[config.mk]
export PLATFORM = sky130hd
export DESIGN_NAME = ones_frame_stats
export DESIGN_NICKNAME = d
export VERILOG_FILES = /design/src/rtl/ones_frame_stats.sv
export SDC_FILE = /design/constraint.sdc
export NUM_CORES = 1
export LEC_CHECK = 0
export ABC_AREA = 1
export BUFFER_PORTS_ARGS = -buffer_cell sky130_fd_sc_hd__buf_2
export CAP_MARGIN = 0
export CORE_AREA = 2 2 69 87
export DETAILED_ROUTE_END_ITERATION = 7
export DIE_AREA = 0 0 71 89
export PLACE_DENSITY = 0.85
export SYNTH_ARGS = -nofsm -noshare
export SYNTH_HDL_FRONTEND = slang
export SYNTH_SLANG_ARGS = --single-unit
[constraint.sdc]
create_clock -name clk -period 3.2 [get_ports clk]
set_input_delay 0.16 -clock clk [delete_from_list [all_inputs] [get_ports clk]]
set_output_delay 0.16 -clock clk [all_outputs]
set_load 0.005 [all_outputs]
[src/rtl/ones_frame_stats.sv]
// Frame statistics (sum/max/min/count) over popcount samples, valid/ready on both sides.
// Optional alarm counter (out_alarm) is built only when ONES_ALARM_EN is defined.
module ones_frame_stats #(
  parameter int CNT_W     = 5,
  parameter int FRAME_LEN = 8,
  parameter int SUM_W     = 8,
  parameter int THRESH    = 8
) (
  input  logic             clk,
  input  logic             rst_n,
  input  logic             in_valid,
  output logic             in_ready,
  input  logic [CNT_W-1:0] in_ones,
  input  logic             flush,
  output logic             out_valid,
  input  logic             out_ready,
  output logic [SUM_W-1:0] out_sum,
  output logic [CNT_W-1:0] out_max,
  output logic [CNT_W-1:0] out_min,
  output logic [7:0]       out_cnt
`ifdef ONES_ALARM_EN
  ,
  output logic [7:0]       out_alarm
`endif
);

  typedef enum logic {ACCUM, HOLD} state_t;

  localparam logic [7:0] FRAME_LEN_V = 8'(FRAME_LEN);

  state_t           state_q, state_d;
  logic [SUM_W-1:0] sum_q, sum_d, sum_n;
  logic [CNT_W-1:0] max_q, max_d, max_n;
  logic [CNT_W-1:0] min_q, min_d, min_n;
  logic [7:0]       cnt_q, cnt_d, cnt_n;
  logic [SUM_W-1:0] out_sum_q, out_sum_d;
  logic [CNT_W-1:0] out_max_q, out_max_d;
  logic [CNT_W-1:0] out_min_q, out_min_d;
  logic [7:0]       out_cnt_q, out_cnt_d;
  logic             accept;
  logic             close_frame;

`ifdef ONES_ALARM_EN
  localparam logic [CNT_W:0] THRESH_V = (CNT_W+1)'(THRESH);
  logic [7:0] alarm_q, alarm_d, alarm_n;
  logic [7:0] out_alarm_q, out_alarm_d;
`endif

  // "_n" values include the sample accepted this cycle, so a closing frame
  // reports the last sample on the same edge it is taken.
  always_comb begin
    accept = in_valid && (state_q == ACCUM);
    sum_n  = sum_q + (accept ? {{(SUM_W-CNT_W){1'b0}}, in_ones} : '0);
    max_n  = (accept && (in_ones > max_q)) ? in_ones : max_q;
    min_n  = (accept && (in_ones < min_q)) ? in_ones : min_q;
    cnt_n  = cnt_q + {7'd0, accept};
`ifdef ONES_ALARM_EN
    alarm_n = alarm_q + {7'd0, (accept && ({1'b0, in_ones} >= THRESH_V))};
`endif
    close_frame = (state_q == ACCUM) &&
                  ((accept && (cnt_n == FRAME_LEN_V)) || (flush && (cnt_n != 8'd0)));

    state_d   = state_q;
    sum_d     = sum_q;
    max_d     = max_q;
    min_d     = min_q;
    cnt_d     = cnt_q;
    out_sum_d = out_sum_q;
    out_max_d = out_max_q;
    out_min_d = out_min_q;
    out_cnt_d = out_cnt_q;
`ifdef ONES_ALARM_EN
    alarm_d     = alarm_q;
    out_alarm_d = out_alarm_q;
`endif

    case (state_q)
      ACCUM: begin
        if (close_frame) begin
          state_d   = HOLD;
          out_sum_d = sum_n;
          out_max_d = max_n;
          out_min_d = min_n;
          out_cnt_d = cnt_n;
          sum_d     = '0;
          max_d     = '0;
          min_d     = '1;
          cnt_d     = 8'd0;
`ifdef ONES_ALARM_EN
          out_alarm_d = alarm_n;
          alarm_d     = 8'd0;
`endif
        end else begin
          sum_d = sum_n;
          max_d = max_n;
          min_d = min_n;
          cnt_d = cnt_n;
`ifdef ONES_ALARM_EN
          alarm_d = alarm_n;
`endif
        end
      end
      HOLD: begin
        if (out_ready) state_d = ACCUM;
      end
      default: state_d = ACCUM;
    endcase
  end

  always_ff @(posedge clk or negedge rst_n) begin
    if (!rst_n) begin
      state_q   <= ACCUM;
      sum_q     <= '0;
      max_q     <= '0;
      min_q     <= '1;
      cnt_q     <= 8'd0;
      out_sum_q <= '0;
      out_max_q <= '0;
      out_min_q <= '0;
      out_cnt_q <= 8'd0;
`ifdef ONES_ALARM_EN
      alarm_q     <= 8'd0;
      out_alarm_q <= 8'd0;
`endif
    end else begin
      state_q   <= state_d;
      sum_q     <= sum_d;
      max_q     <= max_d;
      min_q     <= min_d;
      cnt_q     <= cnt_d;
      out_sum_q <= out_sum_d;
      out_max_q <= out_max_d;
      out_min_q <= out_min_d;
      out_cnt_q <= out_cnt_d;
`ifdef ONES_ALARM_EN
      alarm_q     <= alarm_d;
      out_alarm_q <= out_alarm_d;
`endif
    end
  end

  assign in_ready  = (state_q == ACCUM);
  assign out_valid = (state_q == HOLD);
  assign out_sum   = out_sum_q;
  assign out_max   = out_max_q;
  assign out_min   = out_min_q;
  assign out_cnt   = out_cnt_q;
`ifdef ONES_ALARM_EN
  assign out_alarm = out_alarm_q;
`endif

endmodule

After elaboration in Yosys (flattened, before gate mapping)

Index checks and enable logic that the tools add are counted.

Add/sub/neg operators: 2
Magnitude comparators: 2
Eq/ne operators: 1
Mux-type cells: 10
Bitwise logic cells: 1
Reductions and logical operators: 9

Operator list:

| operator           | count |
|---|---|
| $mux 5             | 5 |
| $mux 8             | 2 |
| $add 8x1->8        | 1 |
| $add 8x5->8        | 1 |
| $eq 8x4->1 const B | 1 |
| $reduce_bool 8->1  | 1 |
| $logic_and 1x1->1  | 6 |
| $gt 5x5->1         | 1 |
| $lt 5x5->1         | 1 |
| $mux 1             | 2 |
| $pmux 1 s2         | 1 |
| $reduce_and 2->1   | 1 |
| $logic_or 1x1->1   | 1 |
| $not 1->1          | 1 |

Register bits: 53
Output and inout bits: 28

Depth between registers and ports, before layout

Gate-level depths: netlist of run 1.

Depth after elaboration: 9
Gate-level depth with buffers: 19
Gate-level depth less buffers: 17

Least setup slack after synthesis of run 1

Ideal clock, no wire load.

Kind: flip-flop to flip-flop
From: register state_q (netlist: out_valid)
To: register out_max_q[0] (netlist: out_max[0])
Library setup time: 117 ps
Data arrival time: 2289 ps
Data required time: 3083 ps
Setup slack: 794 ps
Cell stages (with the launch flop): 18
Clock period less this slack: 2406 ps
Cell sequence: dfrtp_1 > buf_2 > inv_1 > nand2_1 > inv_1 > ha_1 > ha_1 > or2_1 > nand2_1 > nand2_1 > nor2_1 > nand2_1 > nand3b_4 > nand2_8 > nand2_8 > buf_6 > nand2_1 > nand2_1

Longest elaborated chain between the ends: 8
Elaborated cells on any way between the ends: 12

Ends and longest elaborated chain:

| what                                                   | line | text |
|---|---|---|
| start: declaration                                     | 31   | `state_t state_q, state_d;` |
| start signal: assignment                               | 126  | `state_q <= state_d;` |
| $not 1->1 *                                            | -    |  |
| $logic_and 1x1->1                                      | 52   | `accept = in_valid && (state_q == ACCUM);` |
| $add 8x1->8                                            | 56   | `cnt_n = cnt_q + {7'd0, accept};` |
| $eq 8x4->1 / $reduce_bool 8->1 (equally long branches) | 61   | `((accept && (cnt_n == FRAME_LEN_V)) \|\| (flush && (cnt_n != 8'd0)));` |
| $logic_and 1x1->1                                      | 61   |  |
| $logic_or 1x1->1                                       | 61   |  |
| $logic_and 1x1->1                                      | 60   | `close_frame = (state_q == ACCUM) &&` |
| $reduce_and 2->1 (no source line)                      | -    |  |
| end signal: assignment                                 | 132  | `out_max_q <= out_max_d;` |
| end: declaration                                       | 37   | `logic [CNT_W-1:0] out_max_q, out_max_d;` |

Mark *: on every way between the ends. The rest lies on a longest branch, timed or not.
A chain may end at the register's enable or synchronous reset.

Final worst setup path of run 1

From: register state_q (netlist: out_valid)
To: register out_cnt_q[1] (netlist: out_cnt[1])

Longest elaborated chain between the ends: 8
Elaborated cells on any way between the ends: 10

Ends and longest elaborated chain:

| what                                                   | line | text |
|---|---|---|
| $not 1->1 *                                            | -    |  |
| $logic_and 1x1->1                                      | 52   |  |
| $add 8x1->8                                            | 56   |  |
| $eq 8x4->1 / $reduce_bool 8->1 (equally long branches) | 61   |  |
| $logic_and 1x1->1                                      | 61   |  |
| $logic_or 1x1->1                                       | 61   |  |
| $logic_and 1x1->1                                      | 60   |  |
| $reduce_and 2->1 (no source line)                      | -    |  |
| end signal: assignment                                 | 134  | `out_cnt_q <= out_cnt_d;` |
| end: declaration                                       | 39   | `logic [7:0] out_cnt_q, out_cnt_d;` |

Marked as above.

==> results of run 1 <==
==> layer usage <==
layer / part of all wire [%] / wire length [um]
met5: 0 / 0
met3: 3.3 / 210
met4: 1.2 / 79
met1: 43 / 2740
met2: 53 / 3390
==> placed cells by master (no fill, tap or decap), drive strengths merged <==
cell type	count
fa	1
clkbuf	6
ha	16
clkinvlp	1
o21ai	14
xnor2	1
or2	1
nand2	128
dfstp	5
nor2	16
nand3	36
a21boi	5
a31oi	1
nand4	20
a21o	6
xor2	5
dfrtp	48
inv	28
nand3b	2
buf	40
o21bai	1
nor3	1
bufinv	1
o21a	1
a21oi	6
dlygate4sd3	1
==> cells by family (layout without fill, tap and decap cells) <==
group / after synthesis / count (layout) / share of synthesized area (%)
adders and majority gates: 17 / 17 / 7.48
buffers and inverters: 43 / 77 / 6.41
and+or+nand+nor: 204 / 204 / 32.2
AOI/OAI and AO/OA: 34 / 34 / 6.92
xor gates and xnor gates: 6 / 6 / 1.78
DFF: 53 / 53 / 45.2
==> timing repair <==
item,CTS,global route
hold buffers,1,0
endpoints found under the hold margin,19,0
resized for setup,0,0
==> flip-flops by register name (all words and copies together) (netlist names) <==
name and flops:
out_max 5, sum_q 8, min_q 5, out_valid 1
max_q 5, out_min 5, out_sum 8, out_cnt 8
cnt_q 8
==> where the power goes <==
part | total [mW] | leakage, nW | switching (mW) | internal (mW)
logic | 1.15 | 1.14 | 0.744 | 0.411
clock network | 0.477 | 0.0574 | 0.223 | 0.255
registers | 1.01 | 0.691 | 0.120 | 0.894
==> area by class of cell <==
type	count	area share, %
Timing Repair Buffer	41	6.64
Multi-Input combinational cell	261	43.4
Inverter	28	3.20
Clock buffer	6	2.52
Tap cell	64	2.44
Clock inverter	2	1.14
Sequential cell	53	40.6
==> how the worst max path moves through the flow <==
stage            endpoint  slack [ps]  cells past startpoint
2_1_floorplan  out_max[0]         790                     17
3_3_place_gp   out_sum[4]         640                     15
3_5_place_dp   out_cnt[1]         530                     15
4_1_cts        out_cnt[1]         500                     15
5_1_grt        out_min[3]         170                     15
6_report       out_cnt[1]         480                     16
==> cells in the mapped netlist, drive strengths merged <==
cell    count  area [um^2]
o21ai      14         70.1
ha         16          200
nand2     128          526
o21a        1         7.51
xnor2       1         8.76
a31oi       1         6.26
inv        28          105
fa          1         20.0
o21bai      1         7.51
xor2        5         43.8
a21boi      5         37.5
buf        10         65.1
nand4      20          125
nor2       16         72.6
a21oi       6         30.0
dfstp       5          131
nand3b      2         27.5
nor3        1         5.00
nand3      36          185
a21o        6         45.0
or2         1         6.26
clkbuf      5         18.8
dfrtp      48         1200
==> impl_metrics.json, run 1 <==
{
  "setup_tns_ps": 0,
  "die_width_um": 71,
  "use_met2_pct": 38.1,
  "wirelength_um": 6420,
  "clock.fmax_ghz": 0.368,
  "diodes": 0,
  "dieArea_um2": 6320,
  "hold_path_class": "input pin to flop",
  "nNetsFinal": 417,
  "grt_use_total_pct": 21.8,
  "power_density_nw_per_um2": 807,
  "period_share_pct": 85.0,
  "cts_tree": "yes",
  "drt_pass1_iterations": 4,
  "grt_pass1_wl_um": 10900,
  "reg2reg_to": "out_cnt[1]",
  "dp_hpwl_um": 4690,
  "total_power_mw": 2.65,
  "grt_max_degree": 56,
  "leakage_nw": 1.89,
  "core_um2": 5440,
  "multi_input_area_um2": 1420,
  "ant_nets": 0,
  "area_growth_pct": 11.3,
  "routed_via_density": 5.43,
  "crit_fanout": 37,
  "final_core_util_pct": 60.3,
  "portBuffers": 37,
  "fin_ws_ps": 479,
  "ctsHtreeMaxLevel": 2,
  "critPathArrivalTime_ps": 2920,
  "endpoint_kind": "flop",
  "critPathLaunch": "out_valid",
  "hp-start": "out_ready",
  "postCtsSetupBuffers": 0,
  "worstPathRequired_ps": 3400,
  "yosysSeqAreaShare_pct": 45.2,
  "cp_num_buf_inv": 3,
  "ys_ff_latch": 53,
  "holdWs_ps": 40.5,
  "crit_chain": "inv_1 > nand2_1 > inv_1 > ha_1 > ha_1 > nand2_1 > inv_1 > nand2_1 > nand2_1 > nand2_1 > nor2_4 > nand3b_4 > nand2_8 > nand2_8 > nand2_1 > nand2_1",
  "syn_inst": 357,
  "clock-sinks": 53,
  "remaining_drc_errors": 0,
  "dieHeight_um": 89,
  "post_drt_wl_per_cell_um": 14.1,
  "cp_top_family": "simple AND/OR/NAND/NOR gates",
  "gp_congestion": 0.855,
  "use_met1_pct": 27.4,
  "row_count": 30,
  "cts.path.max_buffers": 2,
  "grt_util_met3_pct": 4.17,
  "rrSetupSlack_ps": 480,
  "start_util_pct": 54.1,
  "stdcell_count": 455,
  "min_path_cells": 2,
  "first_global_vias": 2385,
  "place_area_um2": 3150,
  "crit_slowest_cell": "dfrtp_1",
  "fillerInstances": 481,
  "place_inst": 446,
  "antenna_found_initial": 0,
  "tightest_slew_ps": 590,
  "pre_cts_ws_ps": 532,
  "yosys_warnings": 0,
  "path_clk_slew_ps": 90,
  "peakVddDrop_uv": 370,
  "status": "completed",
  "period_needed_ps": 2720,
  "top_usage_layer": "met2",
  "slew_headroom_pct": 60.4,
  "io_pins": 38,
  "drive_above_1_share_pct": 16.1,
  "syn_avg_cell_area_um2": 8.25,
  "cts_buffers": 5,
  "grt_overflow": 0,
  "fin_skew_ps": 9.99,
  "syn_nets": 384,
  "r2r_cells": 16,
  "r2r_start": "out_valid",
  "hold_path_end": "out_valid",
  "crit_type": "flop to flop",
  "cts-root-buf": "clkbuf_8",
  "synth_cell_types": 35,
  "slew_violations": 0,
  "vias": 2471,
  "final_area_um2": 3280,
  "start_kind": "flop",
  "area.sequential_um2": 1330,
  "drv_cap": 0,
  "mappedNetlistArea_um2": 2950,
  "hold_viol": 0,
  "clock_latency_ps": 310,
  "drt_iter0_drc": 247,
  "path_common_cell": "nand2_1",
  "max_stage_delay_ps": 380,
  "rsz0062_at_grt": "no",
  "setup_viol": 0
}
Note: power is estimated with default switching activity, not from simulation.
==> run 2, diff against run 1 <==
==> config.mk (replaced) <==
export PLATFORM = sky130hd
export DESIGN_NAME = ones_frame_stats
export DESIGN_NICKNAME = d
export VERILOG_FILES = /design/src/rtl/ones_frame_stats.sv
export SDC_FILE = /design/constraint.sdc
export NUM_CORES = 1
export LEC_CHECK = 0
export ABC_AREA = 0
export BUFFER_PORTS_ARGS = -buffer_cell sky130_fd_sc_hd__buf_2
export CAP_MARGIN = 0
export CORE_AREA = 2 2 70 89
export DETAILED_ROUTE_END_ITERATION = 7
export DIE_AREA = 0 0 72 91
export PLACE_DENSITY = 0.84
export SYNTH_ARGS = -nofsm -noshare
export SYNTH_HDL_FRONTEND = slang
export SYNTH_SLANG_ARGS = --single-unit
==> constraint.sdc (replaced) <==
create_clock -name clk -period 3.2 [get_ports clk]
set_input_delay 0.32 -clock clk [delete_from_list [all_inputs] [get_ports clk]]
set_output_delay 0.32 -clock clk [all_outputs]
set_load 0.005 [all_outputs]
==> run 2 against run 1 <==
  * Design area up 3.7%
  * Global-route usage decreased by 1.1 points
  * Power increased by 9.4%
  * Core utilization shrank 0.63 points
  * Sequential cell count is the same
  * Critical path depth shrank 6
  * Synthesized area grew 3.5%
  * Routed wire length fell by 2.3%
  * Combinational power up 21%
  * Die area rose by 3.7%
  * Count of clock-buffer cells in the layout shrank 1
  * Critical path type unchanged
  * Largest power group unchanged
  * Highest routed layer unchanged
==> impl_metrics.json, run 2 <==
{
  "tightest_slew_ps": 844,
  "post_drt_wl_per_cell_um": 16.8,
  "setup_viol": 0,
  "cts_tree": "yes",
  "period_needed_ps": 2980,
  "crit_cells": 10,
  "peakVddDrop_uv": 413,
  "cts.path.max_buffers": 2,
  "gp_congestion": 0.803,
  "vias": 2185,
  "fin_skew_ps": 7.15,
  "ctsHtreeMaxLevel": 2,
  "crit_fanout": 22,
  "dieArea_um2": 6550,
  "dp_hpwl_um": 4480,
  "path_common_cell": "ha_1",
  "syn_inst": 272,
  "rrSetupSlack_ps": 220,
  "yosysSeqAreaShare_pct": 43.7,
  "async_flop_share_pct": 100,
  "status": "completed",
  "io_pins": 38,
  "use_met2_pct": 33.6,
  "ys_ff_latch": 53,
  "crit_type": "flop to flop",
  "slew_violations": 0,
  "yosys_warnings": 0,
  "hold_path_class": "input pin to async pin",
  "power_density_nw_per_um2": 851,
  "antenna_found_initial": 0,
  "top_usage_layer": "met2",
  "synth-edff-count": 0,
  "cts_resized": 0,
  "hold_viol": 0,
  "drv_cap": 0,
  "synth_cell_types": 53,
  "cts_buffers": 5,
  "synth_most_common_cell": "dfrtp_1",
  "crit_chain": "nor2b_1 > ha_1 > ha_1 > xor2_2 > or3_4 > nor4b_4 > a31o_2 > and3_2 > buf_12 > mux2_4",
  "fin_ws_ps": 223,
  "synthTopCellsByCount": "dfrtp_1, inv_1, ha_1, mux2i_1",
  "clock_latency_ps": 300,
  "cts-root-buf": "clkbuf_8",
  "start_kind": "flop",
  "setup_tns_ps": 0,
  "clock-sinks": 53,
  "dieHeight_um": 91,
  "synth_area_leader_cell": "dfrtp_1",
  "cp_top_family": "simple AND/OR/NAND/NOR gates",
  "worstPathRequired_ps": 3390,
  "routed_via_density": 5.84,
  "grt_use_total_pct": 20.8,
  "grt_max_degree": 39,
  "endpoint_kind": "flop",
  "diodes": 0,
  "syn_nets": 299,
  "postCtsSetupBuffers": 0,
  "slew_headroom_pct": 43.7,
  "pre_cts_ws_ps": 159,
  "ant_nets": 0,
  "cp_num_buf_inv": 1,
  "grt_util_met3_pct": 3.33,
  "rsz0062_at_grt": "no",
  "portBuffers": 37,
  "critPathArrivalTime_ps": 3170,
  "yosys.area.top_type_share_pct": 39.4,
  "synthFlopType": "dfrtp_1",
  "final_cell_mix": "dfrtp_1, buf_2, inv_1, ha_1, mux2i_1",
  "wirelength_um": 6270,
  "synthTopCellsByArea": "dfrtp_1, ha_1, mux2_4, dfstp_2, mux2i_1",
  "row_count": 31,
  "clock.fmax_ghz": 0.336,
  "path_clk_slew_ps": 100,
  "grt_pass1_wl_um": 10700,
  "area_growth_pct": 11.5,
  "drt_iter0_drc": 125,
  "core_um2": 5700,
  "start_util_pct": 53.5,
  "crit_slowest_cell": "dfrtp_1",
  "die_width_um": 72,
  "drive_above_1_share_pct": 26.3,
  "grt_overflow": 0,
  "first_global_vias": 2186,
  "layout.cells.most_common": "dfrtp_1",
  "drt_pass1_iterations": 4,
  "r2r_cells": 10,
  "leakage_nw": 1.72,
  "use_met1_pct": 28.4,
  "nNetsFinal": 334,
  "remaining_drc_errors": 0,
  "mappedNetlistArea_um2": 3050,
  "period_share_pct": 93.0,
  "syn_avg_cell_area_um2": 11.2,
  "ctsHoldBuffers": 0,
  "max_stage_delay_ps": 390
}
## run 2: cell types whose count changed in the layout (fill, tap and decap cells not counted), sizes merged, moves of 10 or more
cell | previous run | this run
a22o | 0 | 12
o21ai | 14 | 4
nand2 | 128 | 8
mux2 | 0 | 17
nand3 | 36 | 8
mux2i | 0 | 13
nor2 | 16 | 6
nand4 | 20 | 1
## run 2: layout make-up
cell class / count / area, um^2
Inverter: 23 / 86.3
Sequential cell: 53 / 1330
Tap cell: 66 / 82.6
Fill cell: 463 / 2300
Timing Repair Buffer: 44 / 263
Clock buffer: 5 / 68.8
Clock inverter: 3 / 46.3
Multi-Input combinational cell: 180 / 1520
## run 2: routing by layer
layer | up-vias | part of all wire (%) | wire length (um)
met1 | 1074 | 45 | 2820
met3 | 10 | 4.1 | 255
li1 | 1044 | - | -
met5 | - | 0 | 0
met4 | 0 | 1.4 | 88
met2 | 57 | 50 | 3110
## run 2: final timing paths
check / from / endpoint
max: out_valid / out_cnt[4]
min in group clk: out_ready / out_valid
min: rst_n / out_min[1]
max in group asynchronous: rst_n / out_cnt[2]
max reg2reg: out_valid / out_cnt[4]
min reg2reg: out_cnt[1] / out_cnt[1]
## run 2: kinds of logic (layout without fill, tap and decap cells)
group                      after synthesis  after routing  synth area share (%)
AOI/OAI and AO/OA                       53             53                  12.7
xor gates and xnor gates                14             14                  4.27
adders and majority gates               17             17                  7.22
buffers and inverters                   39             75                  6.44
DFF                                     53             53                  43.7
muxes                                   30             30                  12.0
and+or+nand+nor                         66             66                  13.6
## run 2: metrics by stage
step / hold WS (ps) / cell area [um^2] / std cells / util, % / total power [mW]
finish: 109 / 3400 / 374 / 59.6 / 2.89
detailed placement: 467 / 3280 / 366 / 57.6 / 2.44
CTS: 130 / 3400 / 374 / 59.6 / 2.91
floorplan: 24.4 / 3050 / 272 / - / 2.07
global route: 175 / 3400 / 374 / 59.6 / 3.12
global placement: 467 / 3280 / 366 / 57.6 / 2.38
## run 2: power breakdown
part / internal, mW / switching, mW
clock: 0.234 / 0.228
sequential: 0.901 / 0.137
combinational: 0.680 / 0.713
